File: src/rtl/result_to_seg.sv
// Binary result to packed 7-segment codes via sequential double-dabble, with leading-zero blanking.
// Optional feature: define NEG_SIGN_EN for two's-complement input with a leading '-' sign.
module result_to_seg #(
  parameter int DIGITS = 4,
  parameter int DATA_W = 14
) (
  input  logic                  clk,
  input  logic                  rst,
  input  logic                  start,
  input  logic [DATA_W-1:0]     value,
  output logic                  busy,
  output logic                  done,
  output logic [8*DIGITS-1:0]   seg,
  output logic [7:0]            num
);

`ifdef NEG_SIGN_EN
  // One extra magnitude bit so the most negative input still has a representable magnitude.
  localparam int MAG_W = DATA_W + 1;
`else
  localparam int MAG_W = DATA_W;
`endif
  localparam int CNT_W = $clog2(MAG_W + 1);

  function automatic longint unsigned pow10(input int n);
    longint unsigned r;
    r = 1;
    for (int i = 0; i < n; i++) r = r * 10;
    return r;
  endfunction

  localparam longint unsigned MAX_POS = pow10(DIGITS) - 1;
`ifdef NEG_SIGN_EN
  localparam longint unsigned MAX_NEG = pow10(DIGITS - 1) - 1;
`endif

  function automatic logic [7:0] seg_code(input logic [3:0] d);
    case (d)
      4'd0:    return 8'h3F;
      4'd1:    return 8'h06;
      4'd2:    return 8'h5B;
      4'd3:    return 8'h4F;
      4'd4:    return 8'h66;
      4'd5:    return 8'h6D;
      4'd6:    return 8'h7D;
      4'd7:    return 8'h07;
      4'd8:    return 8'h7F;
      4'd9:    return 8'h6F;
      default: return 8'h00;
    endcase
  endfunction

  typedef enum logic [1:0] {IDLE, LOAD, SHIFT, ENCODE} state_t;

  state_t              state;
  logic [DATA_W-1:0]   val_q;
  logic [MAG_W-1:0]    bin_q;
  logic [4*DIGITS-1:0] bcd_q;
  logic [CNT_W-1:0]    cnt_q;
  logic                ovf_q;
`ifdef NEG_SIGN_EN
  logic                neg_q;
`endif

  logic [MAG_W-1:0]    mag;
  logic                is_ovf;
  logic [4*DIGITS-1:0] adj;
  logic [8*DIGITS-1:0] seg_next;
  logic [7:0]          num_next;
  int                  msd;

  always_comb begin
`ifdef NEG_SIGN_EN
    mag    = val_q[DATA_W-1] ? -{1'b1, val_q} : {1'b0, val_q};
    is_ovf = val_q[DATA_W-1] ? (64'(mag) > MAX_NEG) : (64'(mag) > MAX_POS);
`else
    mag    = val_q;
    is_ovf = 64'(mag) > MAX_POS;
`endif
  end

  always_comb begin
    adj = bcd_q;
    for (int k = 0; k < DIGITS; k++)
      if (bcd_q[4*k +: 4] >= 4'd5) adj[4*k +: 4] = bcd_q[4*k +: 4] + 4'd3;
  end

  // Digits above the most significant nonzero one stay blank; an all-zero value still shows '0'.
  always_comb begin
    seg_next = '0;
    num_next = '0;
    msd      = 0;
    for (int k = 0; k < DIGITS; k++)
      if (bcd_q[4*k +: 4] != 4'd0) msd = k;
    for (int k = 0; k < DIGITS; k++)
      if (k <= msd) seg_next[8*k +: 8] = seg_code(bcd_q[4*k +: 4]);
    num_next = 8'(msd);
`ifdef NEG_SIGN_EN
    if (neg_q && msd < DIGITS - 1) begin
      seg_next[8*(msd+1) +: 8] = 8'h40;
      num_next                 = 8'(msd + 1);
    end
`endif
    if (ovf_q) begin
      seg_next        = '0;
      seg_next[23:0]  = 24'h795050;
      num_next        = 8'd2;
    end
  end

  always_ff @(posedge clk) begin
    if (!rst) begin
      state <= IDLE;
      seg   <= '0;
      num   <= '0;
      busy  <= 1'b0;
      done  <= 1'b0;
      val_q <= '0;
      bin_q <= '0;
      bcd_q <= '0;
      cnt_q <= '0;
      ovf_q <= 1'b0;
`ifdef NEG_SIGN_EN
      neg_q <= 1'b0;
`endif
    end else begin
      done <= 1'b0;
      case (state)
        IDLE: begin
          if (start) begin
            val_q <= value;
            busy  <= 1'b1;
            state <= LOAD;
          end
        end
        LOAD: begin
          ovf_q <= is_ovf;
`ifdef NEG_SIGN_EN
          neg_q <= val_q[DATA_W-1];
`endif
          bcd_q <= '0;
          bin_q <= mag;
          cnt_q <= CNT_W'(MAG_W);
          state <= is_ovf ? ENCODE : SHIFT;
        end
        SHIFT: begin
          {bcd_q, bin_q} <= {adj, bin_q} << 1;
          cnt_q          <= cnt_q - CNT_W'(1);
          if (cnt_q == CNT_W'(1)) state <= ENCODE;
        end
        ENCODE: begin
          seg   <= seg_next;
          num   <= num_next;
          done  <= 1'b1;
          busy  <= 1'b0;
          state <= IDLE;
        end
        default: state <= IDLE;
      endcase
    end
  end

endmodule

File: config.mk
export PLATFORM = sky130hd
export DESIGN_NAME = result_to_seg
export DESIGN_NICKNAME = d
export VERILOG_FILES = /design/src/rtl/result_to_seg.sv
export SDC_FILE = /design/constraint.sdc
export NUM_CORES = 1
export LEC_CHECK = 0
export ABC_AREA = 1
export CAP_MARGIN = 20
export CORE_ASPECT_RATIO = 1.5
export CORE_MARGIN = 2
export CORE_UTILIZATION = 56
export CTS_CLUSTER_SIZE = 40
export DETAILED_ROUTE_END_ITERATION = 8
export PLACE_DENSITY = 0.79
export SETUP_SLACK_MARGIN = 0.05
export SYNTH_ARGS = -nofsm -noshare
export SYNTH_HDL_FRONTEND = slang
export SYNTH_SLANG_ARGS = --single-unit
File: constraint.sdc
create_clock -name clk -period 2.48 [get_ports clk]
set_input_delay 0.62 -clock clk [delete_from_list [all_inputs] [get_ports clk]]
set_output_delay 0.62 -clock clk [all_outputs]
set_load 0.01 [all_outputs]
==> flow_metrics.tcl, run 1 <==
set metrics [dict create \
    status "completed" \
    cts_made_buffers 9 \
    fp.dieArea_sq_um 10200 \
    crit_path_end_kind "register" \
    via_count 4489 \
    yosysUniqueCellTypes 36 \
    total_power_mw 4.46 \
    irDropWorstVdd_mv 0.537 \
    htreeDepth 3 \
    syn_area_sq_um 5270 \
    path_delay_family "simple AND/OR/NAND/NOR gates" \
    synth_area_leader_cell "dfxtp_1" \
    grt_start_max_net_pins 36 \
    tns_ns 0 \
    num_io_pins 59 \
    portBuffers 48 \
    cts_hold_buffers 0 \
    cts-root-buf "clkbuf_16" \
    hold_path_end "seg[24]" \
    grt_pass1_vias 4434 \
    core_area_sq_um 9200 \
    ys_top_cells_by_area "dfxtp_1, nand2_1, ha_1, inv_1, a21oi_1" \
    initial_core_util 0.573 \
    ys_top_cells_by_count "nand2_1, dfxtp_1, inv_1" \
    p_clk_frac 0.301 \
    syn2layout_area_growth_pct 16.7 \
    num_antenna_cells 0 \
    ys_ff_latch 111 \
    p_comb_frac 0.235 \
    hold_viol 0 \
    post_cts_buffers 0 \
    syn_inst 710 \
    async_flop_share 0 \
    swShare 0.302 \
    synth_ff_type "dfxtp_1" \
    power_density_nw_per_um2 725 \
    report.final.slew_viol_count 0 \
    period_minus_slack_ns 2.21 \
    p_int_mw 3.12 \
    syn_area_per_cell_sq_um 7.43 \
    synth_edf_count 0 \
    grt.total_usage 0.228 \
    crit_buf_inv 3 \
    die_y_um 123 \
    die_w_um 83.2 \
    clk_path_buf_depth 2 \
    dp_hpwl_um 8110 \
    clkSlewWorstSetupHoldPaths_ns 0.07 \
    yosys.area.top_type_share 0.421 \
    ys_warn_count 0 \
    critPathLaunchType "register" \
    fin_util 0.669 \
    r2r_setup_slack_ns 0.27 \
    path_cells "inv_1 -> ha_4 -> nand2_2 -> inv_6 -> nand2_1 -> nor2_1 -> a21oi_1 -> nor2_2 -> inv_1 -> ha_1 -> nand3_1 -> nand2_1 -> nand2_1 -> nand2_1" \
    insertion_delay_ns 0.35 \
    drive_above_1_share 0.0720 \
    rsz0062_at_grt "false" \
    reg2reg_depth 14 \
    final_antenna_net_count 0 \
    first_iter_violations 158 \
    grt_pass1_wl_um 19100 \
    cts_resized 0 \
    wl_per_cell_um 12.6 \
    min_path_type "register to register" \
    p_leak_nw 2.88 \
    drc 0 \
    fmax_mhz 452 \
    cpMostUsedCell "nand2_1" \
    p_sw_mw 1.35 \
    critPathSlowestCell "dfxtp_1" \
    whs_path_depth 2 \
    max_stage_delay_ns 0.38 \
    max_cap_viol_count 0 \
    numClockSinks 111 \
    dr.pass1.iters 4 \
    row_count 43 \
    synth_most_common_cell "nand2_1" \
    yosysSeqAreaShare 0.421 \
    worstPathRequired_ns 2.72 \
    arrival_ns 2.45 \
    crit_type "register to register" \
    clock_skew_ns 0.00738 \
    r2r_start "state[1]" \
    finalNetCount 816 \
    tritoncts "done" \
    period_share 0.891 \
    seqPwrFrac 0.465 \
    overflow 0 \
    place_congestion 0.861 \
    crit_path_max_fanout 16 \
    totalWireLength_um 11100 \
    antenna_found_initial 0 \
    setup_viol 0 \
    viasPerCell 5.12 \
]
## metal layers
metal  vias to the layer above  wire (um)  GRT usage
met5                         -          0          0
met3                        16        415     0.0383
met2                        88       5830      0.430
li1                       2327          -          -
met1                      2058       4580      0.247
met4                         0        246      0.103
## worst reg2reg max path: stages, from the launching register on
cell	delay, ns
dfxtp_1	0.38
inv_1	0.11
ha_4	0.30
nand2_2	0.09
inv_6	0.14
nand2_1	0.07
nor2_1	0.12
a21oi_1	0.07
nor2_2	0.17
inv_1	0.12
ha_1	0.30
nand3_1	0.08
nand2_1	0.05
nand2_1	0.05
nand2_1	0.04
## cell families after synthesis
group | share of synthesized area
other cells | 0.000711
simple gates | 0.241
compound gates | 0.130
xor+xnor | 0.00332
flops | 0.421
fa+ha+maj | 0.0949
buf+inv | 0.109
## layout by cell type (no fill, tap or decap), types with 16 or more instances in the layout
master,n
dfxtp_1,110
nand3_1,29
inv_1,98
nand2_1,209
ha_1,39
a21oi_1,53
o21ai_0,44
clkdlybuf4s50_1,47
nor2_1,28
buf_4,16
## how the worst max path moves through the flow
stage / from / endpoint / slack (ns) / cells after the start
2_1_floorplan: state[0] / register / 0.27 / 15
3_3_place_gp: state[0] / register / 0.23 / 14
3_5_place_dp: state[0] / register / 0.12 / 14
4_1_cts: state[0] / register / 0.09 / 14
5_1_grt: bcd_q[4] / register / 0.06 / 13
6_report: state[1] / register / 0.27 / 14
## area by class of cell
class / count / area [sq um]
Fill cell: 766 / 3050
Multi-Input combinational cell: 470 / 2530
Sequential cell: 111 / 2220
Timing Repair Buffer: 64 / 596
Inverter: 103 / 392
Clock buffer: 12 / 256
Tap cell: 112 / 140
Clock inverter: 4 / 20.0
## through the flow
stage | instance area (sq um) | instances | worst slack (ns) | hold WS (ns)
after global placement | 5860 | 860 | 0.229 | 0.429
after global routing | 6150 | 876 | 0.0583 | 0.467
after CTS | 6130 | 876 | 0.0912 | 0.448
after floorplan | 5310 | 719 | 0.266 | 0.423
final | 6150 | 876 | 0.270 | 0.447
after detailed placement | 5860 | 860 | 0.121 | 0.434
## power by group through the flow
stage | Sequential, mW | Clock (mW) | Combinational (mW)
finish | 2.07 | 1.34 | 1.05
CTS | 2.07 | 1.37 | 1.03
floorplan | 2.10 | 0 | 0.692
global route | 2.09 | 1.43 | 1.18
global placement | 2.10 | 0 | 0.998
detailed placement | 2.11 | 0 | 1.02
Power figures use the tool's default switching activity.
==> run 2: changes to the inputs <==
--- a/config.mk
+++ b/config.mk
@@ -12,6 +12,7 @@
 export CORE_UTILIZATION = 56
 export CTS_CLUSTER_SIZE = 40
 export DETAILED_ROUTE_END_ITERATION = 8
+export GPL_TIMING_DRIVEN = 1
 export PLACE_DENSITY = 0.79
 export SETUP_SLACK_MARGIN = 0.05
 export SYNTH_ARGS = -nofsm -noshare
==> results of run 2 <==
No change in the layout: final DEF, timing and power equal those of run 1.
==> run 3: changes to the inputs <==
--- a/config.mk
+++ b/config.mk
@@ -6,14 +6,16 @@
 export NUM_CORES = 1
 export LEC_CHECK = 0
 export ABC_AREA = 1
+export ABC_CLOCK_PERIOD_IN_PS = 2480
 export CAP_MARGIN = 20
 export CORE_ASPECT_RATIO = 1.5
 export CORE_MARGIN = 2
-export CORE_UTILIZATION = 56
+export CORE_UTILIZATION = 58
+export CTS_BUF_LIST = sky130_fd_sc_hd__clkbuf_8
 export CTS_CLUSTER_SIZE = 40
 export DETAILED_ROUTE_END_ITERATION = 8
 export GPL_TIMING_DRIVEN = 1
-export PLACE_DENSITY = 0.79
+export PLACE_DENSITY = 0.82
 export SETUP_SLACK_MARGIN = 0.05
 export SYNTH_ARGS = -nofsm -noshare
 export SYNTH_HDL_FRONTEND = slang
==> flow_metrics.tcl, run 3 (synthesis results as in run 1) <==
set metrics [dict create \
    final_cell_mix "nand2_1, dfxtp_1, inv_1, a21oi_1, clkdlybuf4s50_1" \
    period_minus_slack_ns 2.19 \
    p_leak_nw 2.85 \
    via_count 4475 \
    place_congestion 0.837 \
    portBuffers 48 \
    cts-root-buf "clkbuf_8" \
    syn2layout_area_growth_pct 15.4 \
    drc 0 \
    cts_hold_buffers 0 \
    antenna_found_initial 0 \
    slew_headroom 0.533 \
    crit_path_max_fanout 15 \
    regArea_sq_um 2220 \
    core_area_sq_um 8830 \
    clk_path_buf_depth 2 \
    report.final.slew_viol_count 0 \
    die_w_um 81.9 \
    arrival_ns 2.47 \
    whs_ns 0.446 \
    worstMarginPinSlew_ns 0.699 \
    final_antenna_net_count 0 \
    finalNetCount 814 \
    cts_resized 0 \
    insertion_delay_ns 0.38 \
    first_iter_violations 142 \
    die_y_um 121 \
    setup_viol 0 \
    drive_above_1_share 0.0696 \
    overflow 0 \
    row_count 42 \
    clock_skew_ns 0.00979 \
    fillers 741 \
    dp_hpwl_um 8220 \
    initial_core_util 0.597 \
    dr.pass1.iters 5 \
    fp.dieArea_sq_um 9890 \
    wl_per_cell_um 12.7 \
    critPathLaunchType "register" \
    multi_input_area_sq_um 2530 \
    htreeDepth 3 \
    grt_pass1_vias 4378 \
    cts_made_buffers 9 \
    crit_type "register to register" \
    grt.total_usage 0.241 \
    min_path_type "register to register" \
    crit_path_end_kind "register" \
    hold_viol 0 \
    numClockSinks 111 \
    tritoncts "done" \
    grt_pass1_wl_um 18700 \
    rsz0062_at_grt "false" \
    grt_start_max_net_pins 30 \
    power_density_nw_per_um2 708 \
    period_share 0.885 \
    num_io_pins 59 \
    totalWireLength_um 11000 \
    final_common_cell "nand2_1" \
    fmax_mhz 456 \
    viasPerCell 5.13 \
    tns_ns 0 \
    worstPathRequired_ns 2.75 \
    status "completed" \
    num_antenna_cells 0 \
    irDropWorstVdd_mv 0.549 \
    clkSlewWorstSetupHoldPaths_ns 0.10 \
    total_power_mw 4.31 \
    post_cts_buffers 0 \
    max_cap_viol_count 0 \
]
==> run 3: cell count changes in the layout (fill, tap and decap cells not counted), sizes merged <==
| cell | change |
|---|---|
| inv | +2 |
| clkinv | -3 |
| bufinv | +2 |
| buf | -2 |
| clkbuf | -1 |
==> run 3: final cells by class <==
type | count | share of cell area
sequential | 111 | 0.366
inverter | 103 | 0.0644
tap | 110 | 0.0226
clock inverter | 5 | 0.0119
clock buffer | 11 | 0.0249
timing repair buffer | 62 | 0.0954
multi-input combinational | 470 | 0.415
==> run 3: routing by layer <==
metal | vias up | track usage | share of wire | routed length (um)
li1 | 2315 | - | - | -
met1 | 2059 | 0.261 | 0.43 | 4710
met2 | 79 | 0.438 | 0.51 | 5640
met3 | 22 | 0.0373 | 0.037 | 404
met4 | 0 | 0.119 | 0.026 | 291
met5 | - | 0 | 0 | 0
==> run 3: where the power goes <==
part           total, mW  switching [mW]  internal [mW]
registers           2.08          0.0970           1.98
logic               1.04           0.646          0.396
clock network       1.19           0.574          0.616
==> run 3: critical path, stage by stage (launching register included) <==
cell and delay (ns):
dfxtp_2 0.37, inv_1 0.10, ha_4 0.30, nand2_2 0.09, inv_6 0.13, buf_4 0.16, nand3_1 0.08, nand2_1 0.09
nand2_1 0.15, inv_1 0.13, ha_1 0.14, nand3b_1 0.12, nand2_1 0.08, nand2_1 0.07, nand2_1 0.05
==> run 3: metrics by stage <==
stage	area, sq um	cells	setup slack, ns	utilization
2_1_floorplan	5310	719	0.266	-
3_3_place_gp	5840	856	0.226	0.662
3_5_place_dp	5840	856	0.143	0.662
4_1_cts	6060	872	0.120	0.687
5_1_grt	6080	872	0.0866	0.689
6_report	6080	872	0.286	0.689
==> run 3: worst paths after layout <==
kind / startpoint / endpoint / slack (ns) / cells past startpoint
setup / recovery: state[1] / register / 0.29 / 14
hold / removal: register / seg[29] / 0.45 / 2
setup reg to reg: state[1] / register / 0.29 / 14
hold reg to reg: register / seg[29] / 0.45 / 2
